==> src/rtl/chopper_pkg.sv <==
// Shared definitions for the chopper sequencer.
//   state_t            : FSM state encoding, also driven out on the phase port
//   CHOP_WIDTH_DEFAULT : default bit width of time values and the phase counter
package chopper_pkg;

  localparam int CHOP_WIDTH_DEFAULT = 10;

  typedef enum logic [1:0] {
    IDLE  = 2'd0,
    BLANK = 2'd1,
    ON    = 2'd2,
    OFF   = 2'd3
  } state_t;

endpackage

==> src/rtl/chop_timer.sv <==
// Loadable down-counter shared by every timed phase of the chopper.
//   clk, resetn : clock, synchronous active-low reset (count returns to 0)
//   i_load      : load i_value this cycle (takes priority over counting)
//   i_value     : value to load
//   o_zero      : count is 0 (the current phase's final cycle)
// The count stops at 0 rather than wrapping.
module chop_timer
  import chopper_pkg::*;
#(
  parameter int WIDTH = CHOP_WIDTH_DEFAULT
) (
  input  logic             clk,
  input  logic             resetn,
  input  logic             i_load,
  input  logic [WIDTH-1:0] i_value,
  output logic             o_zero
);

  logic [WIDTH-1:0] r_count;

  always_ff @(posedge clk) begin
    if (!resetn) begin
      r_count <= '0;
    end else if (i_load) begin
      r_count <= i_value;
    end else if (r_count != '0) begin
      r_count <= r_count - 1'b1;
    end
  end

  assign o_zero = (r_count == '0);

endmodule

==> src/rtl/chopper_sequencer.sv <==
// Chopper sequencer for an H-bridge current regulator.
// Cycle: BLANK (comparator ignored) -> ON (until over_current or max time)
// -> OFF (decay) -> BLANK again while enable stays high, else IDLE.
//   clk, resetn  : clock, synchronous active-low reset
//   enable       : run chopping cycles; dropping it ends BLANK/ON early
//   blank_time   : BLANK length value (phase lasts value+1 cycles)
//   max_on_time  : ON length limit value
//   off_time     : OFF length value
//   over_current : comparator trip, already synchronous to clk
//   bridge_on    : bridge driving (BLANK or ON)
//   decay        : bridge in decay (OFF)
//   phase        : current state, equal to the state register
//   trip         : one-cycle pulse, ON ended by over_current
//   timeout      : one-cycle pulse, ON ended by max_on_time
//   cycle_done   : one-cycle pulse, OFF completed
// Handshake: none; enable is a level, all pulses are single-cycle strobes
// aligned with the first cycle of the state they announce.
module chopper_sequencer
  import chopper_pkg::*;
#(
  parameter int WIDTH = CHOP_WIDTH_DEFAULT
) (
  input  logic             clk,
  input  logic             resetn,
  input  logic             enable,
  input  logic [WIDTH-1:0] blank_time,
  input  logic [WIDTH-1:0] max_on_time,
  input  logic [WIDTH-1:0] off_time,
  input  logic             over_current,
  output logic             bridge_on,
  output logic             decay,
  output logic [1:0]       phase,
  output logic             trip,
  output logic             timeout,
  output logic             cycle_done
);

  state_t           r_state;
  state_t           w_next;
  logic             w_load;
  logic [WIDTH-1:0] w_value;
  logic             w_zero;
  logic             w_trip;
  logic             w_timeout;
  logic             w_done;

  chop_timer #(.WIDTH(WIDTH)) u_timer (
    .clk     (clk),
    .resetn  (resetn),
    .i_load  (w_load),
    .i_value (w_value),
    .o_zero  (w_zero)
  );

  // Next-state decision; the timer is loaded only on a phase change so
  // time inputs are sampled exactly once, at entry.
  always_comb begin
    w_next    = r_state;
    w_load    = 1'b0;
    w_value   = '0;
    w_trip    = 1'b0;
    w_timeout = 1'b0;
    w_done    = 1'b0;
    case (r_state)
      IDLE: begin
        if (enable) begin
          w_next  = BLANK;
          w_load  = 1'b1;
          w_value = blank_time;
        end
      end
      BLANK: begin
        // over_current is deliberately not looked at here.
        if (!enable) begin
          w_next  = OFF;
          w_load  = 1'b1;
          w_value = off_time;
        end else if (w_zero) begin
          w_next  = ON;
          w_load  = 1'b1;
          w_value = max_on_time;
        end
      end
      ON: begin
        // A disable ends ON silently; a trip outranks a coincident expiry.
        if (!enable || over_current || w_zero) begin
          w_next    = OFF;
          w_load    = 1'b1;
          w_value   = off_time;
          w_trip    = enable && over_current;
          w_timeout = enable && !over_current;
        end
      end
      OFF: begin
        // OFF always runs to completion regardless of enable.
        if (w_zero) begin
          w_done = 1'b1;
          if (enable) begin
            w_next  = BLANK;
            w_load  = 1'b1;
            w_value = blank_time;
          end else begin
            w_next = IDLE;
          end
        end
      end
      default: w_next = IDLE;
    endcase
  end

  always_ff @(posedge clk) begin
    if (!resetn) begin
      r_state    <= IDLE;
      bridge_on  <= 1'b0;
      decay      <= 1'b0;
      trip       <= 1'b0;
      timeout    <= 1'b0;
      cycle_done <= 1'b0;
    end else begin
      r_state    <= w_next;
      bridge_on  <= (w_next == BLANK) || (w_next == ON);
      decay      <= (w_next == OFF);
      trip       <= w_trip;
      timeout    <= w_timeout;
      cycle_done <= w_done;
    end
  end

  assign phase = r_state;

endmodule

==> config.mk <==
export PLATFORM = sky130hd
export DESIGN_NAME = chopper_sequencer
export DESIGN_NICKNAME = d
export VERILOG_FILES = /design/src/rtl/chopper_pkg.sv /design/src/rtl/chop_timer.sv /design/src/rtl/chopper_sequencer.sv
export SDC_FILE = /design/constraint.sdc
export NUM_CORES = 1
export LEC_CHECK = 0
export ABC_AREA = 1
export CORE_MARGIN = 3
export CORE_UTILIZATION = 25
export CTS_BUF_LIST = sky130_fd_sc_hd__clkbuf_8
export DETAILED_ROUTE_END_ITERATION = 10
export HOLD_SLACK_MARGIN = 0.06
export PLACE_DENSITY = 0.47
export SLEW_MARGIN = 30
export SYNTH_ARGS = -nofsm -noshare
export SYNTH_HDL_FRONTEND = slang
export SYNTH_SLANG_ARGS = --single-unit
==> constraint.sdc <==
create_clock -name clk -period 2.1 [get_ports clk]
set_input_delay 0.315 -clock clk [delete_from_list [all_inputs] [get_ports clk]]
set_output_delay 0.315 -clock clk [all_outputs]
set_load 0.02 [all_outputs]
==> results of run 1 <==
where the power goes:
part	total (µW)	internal [µW]	switching [µW]
sequential	465	394	70.9
combinational	961	384	577
clock	244	130	114
total	1670	908	762
how the worst min path moves through the flow:
stage                                          startpoint                              end  slack [ns]
after floorplan                              over_current                  trip$_SDFF_PN0_        0.45
after global placement    u_timer.r_count[0]$_SDFFE_PN0P_  u_timer.r_count[0]$_SDFFE_PN0P_        0.51
after detailed placement  u_timer.r_count[0]$_SDFFE_PN0P_  u_timer.r_count[0]$_SDFFE_PN0P_        0.51
after CTS                 u_timer.r_count[0]$_SDFFE_PN0P_  u_timer.r_count[0]$_SDFFE_PN0P_        0.52
after global routing      u_timer.r_count[0]$_SDFFE_PN0P_  u_timer.r_count[0]$_SDFFE_PN0P_        0.55
final                     u_timer.r_count[0]$_SDFFE_PN0P_  u_timer.r_count[0]$_SDFFE_PN0P_        0.52
worst reg2reg max path: cells and delay by family, from the launching register on:
kind	cells	cell delay, ns
adder cells (fa/ha/maj)	2	0.56
AND/OR/NAND/NOR	5	0.48
AO/OA/AOI/OAI	2	0.28
buffers and inverters	2	0.12
flip-flops	1	0.38
cells by family after synthesis:
family / Yosys count
flops: 17
fa+ha+maj: 3
compound gates: 22
buf+inv: 34
simple gates: 164
xor+xnor: 7
layout make-up:
| cell class | count | area share (%) |
|---|---|---|
| Tap cell | 72 | 4.38 |
| Clock inverter | 1 | 0.182 |
| Multi-Input combinational cell | 196 | 48.8 |
| Inverter | 29 | 5.29 |
| Sequential cell | 17 | 16.5 |
| Clock buffer | 3 | 2.01 |
| Timing Repair Buffer | 49 | 22.7 |
cell usage after synthesis (2+ instances only):
| master | number | share of area, % |
|---|---|---|
| nand2_1 | 67 | 17 |
| nand3_1 | 36 | 12 |
| nor2_1 | 32 | 8.1 |
| inv_1 | 21 | 5.3 |
| dfxtp_1 | 17 | 23 |
| nand2_2 | 8 | 3.4 |
| inv_2 | 7 | 1.8 |
| o21ai_0 | 7 | 2.4 |
| a21oi_1 | 6 | 2.0 |
| nor2_2 | 5 | 2.1 |
| nor2_4 | 4 | 3.0 |
| xor2_1 | 4 | 2.4 |
| a31oi_1 | 3 | 1.3 |
| ha_1 | 3 | 2.5 |
| nand4_1 | 3 | 1.3 |
| xnor2_1 | 3 | 1.8 |
| buf_2 | 2 | 0.68 |
| nand2_4 | 2 | 1.5 |
| nor3_1 | 2 | 0.68 |
| o211ai_1 | 2 | 1.0 |
| o21ai_1 | 2 | 0.68 |
per-layer routing:
layer / vias up / routed length [µm] / track usage [%]
met1: 724 / 2290 / 19.4
li1: 887 / - / -
met5: - / 0 / 0
met3: 6 / 146 / 1.88
met2: 35 / 2050 / 20.6
met4: 0 / 53 / 3.27
registers in the layout (all words and copies together) (netlist names):
signal           count
bridge_on            1
cycle_done           1
decay                1
phase                2
timeout              1
trip                 1
u_timer.r_count     10
per-stage QoR:
stage / power, µW / std cells
final: 1670 / 367
after global routing: 1830 / 367
after CTS: 1690 / 367
after detailed placement: 1430 / 363
after global placement: 1440 / 363
after floorplan: 1150 / 247
==> results.cfg, run 1 <==
[worst_setup_path]
crit_path_start_kind = flop
critPathMaxFanout = 9
worstSetupPathDepth = 11
crit_family = adder cells
r2r_end = bridge_on$_SDFF_PN0_
path_cells = inv_1 -> ha_1 -> nand2_1 -> nor2_4 -> nand2_4 -> nand2_4 -> o21ai_2 -> a31oi_1 -> ha_1 -> nand2_1 -> inv_1
max_stage_delay_ns = 0.38
timing.rr.start = u_timer.r_count[0]$_SDFFE_PN0P_
cp_num_buf_inv = 2
rr_worst_depth = 11
startpoint = u_timer.r_count[0]$_SDFFE_PN0P_
required_ns = 2.26
cp.arrival_ns = 2.06
criticalPathCategory = flop to flop
critPathSlowestCell = dfxtp_1
crit_end = bridge_on$_SDFF_PN0_
rrSetupSlack_ns = 0.20
critPathCaptureType = flop

[pwr]
power_density_nw_per_um2 = 812
vdd_drop_max_mv = 0.320
p_leak_uw = 0.000967

[hold_path]
worstHoldPathType = flop to flop
holdPathStages = 2

[layout]
postLayoutCellArea_um2 = 2060
final_common_cell = nand2_1
drive_above_1_share_pct = 13.9
nNetsFinal = 333
diodes = 0
fin_util_pct = 36.7
synthToLayoutAreaGrowth_pct = 39.2
layout_common_cells = 67 x nand2_1, 40 x clkdlybuf4s50_1, 36 x nand3_1, 32 x nor2_1, 22 x inv_1
multi_input_area_um2 = 1000
seqCellArea_um2 = 340
fill_cells = 657

[drt]
drc = 0
dr.first_iter.drc_count = 56
wl_per_cell_um = 12.4
vias = 1652
ant_nets = 0
routed_wl_um = 4540
via_per_inst = 4.50
drt_pass1_iterations = 4

[cts]
clock_sinks = 17
cts_inserted_buffers = 3
cts_buffer_depth = 2
cts_resized = 0
cts_setup_buffers = 0
holdBufCountCts = 0
cts_tree = yes
clk_pin_slew_ns = 0.07
clkLatencyLatePin_ns = 0.25
clockRootBuffer = clkbuf_8
htree_levels = 1

[timing]
fin_ws_ns = 0.197
fin_tns_setup_ns = 0
post-route-period-util_pct = 90.6
max_freq_mhz = 526
slew_headroom_pct = 74.4
worst_pin_slew_ns = 0.381
hold_viol = 0
drv_slew = 0
fin_crit_ns = 1.90
final-setup-viol-count = 0
holdWs_ns = 0.518
rsz0062_at_grt = false
clock_skew_ns = 0.00412

[global_route]
track_usage_pct = 13.3
grt_pass1_vias = 1550
antenna_found_initial = 0
grt_pass1_wl_um = 7640
grt_max_degree = 15
overflow = 0

[place]
numPortBuffers = 40
gp_congestion = 0.857
dp_hpwl_um = 3700
post-place-ws_ns = 0.108
placed_area_um2 = 2010

[yosys]
synth_edf_count = 0
synth-xor-area-share_pct = 4.15
synth_area_um2 = 1480
synth_cell_type_count = 32
synth.avg_cell_area_um2 = 5.98
yosys_register_bits = 17
synth-compound-area-share_pct = 8.38
yosys.area_share.simple_pct = 52.6
synth-seq-area-share_pct = 23.0
synthArstFlopShare_pct = 0
synth_fa_ha_area_share_pct = 2.54
synthMuxAreaShare_pct = 0
ys_warn_count = 0
synth_top_family_by_area = simple AND/OR/NAND/NOR gates
synth_ff_type = dfxtp_1
synth_cells = 247
syn-num-nets = 284

[status]
status = finished, final reports clean

[job]
cap_violations = 0

[floorplan]
die_h_um = 82.9
io_pins = 41
placementRows = 27
start_util_pct = 26.3
die_area_um2 = 6870
die_w_um = 82.9
fp.coreArea_um2 = 5610
Power figures use the tool's default switching activity.
==> run 2, diff against run 1 <==
--- a/config.mk
+++ b/config.mk
@@ -6,6 +6,7 @@
 export NUM_CORES = 1
 export LEC_CHECK = 0
 export ABC_AREA = 1
+export CAP_MARGIN = 15
 export CORE_MARGIN = 3
 export CORE_UTILIZATION = 25
 export CTS_BUF_LIST = sky130_fd_sc_hd__clkbuf_8
==> results of run 2 <==
No change in the layout: final DEF, timing and power equal those of run 1.
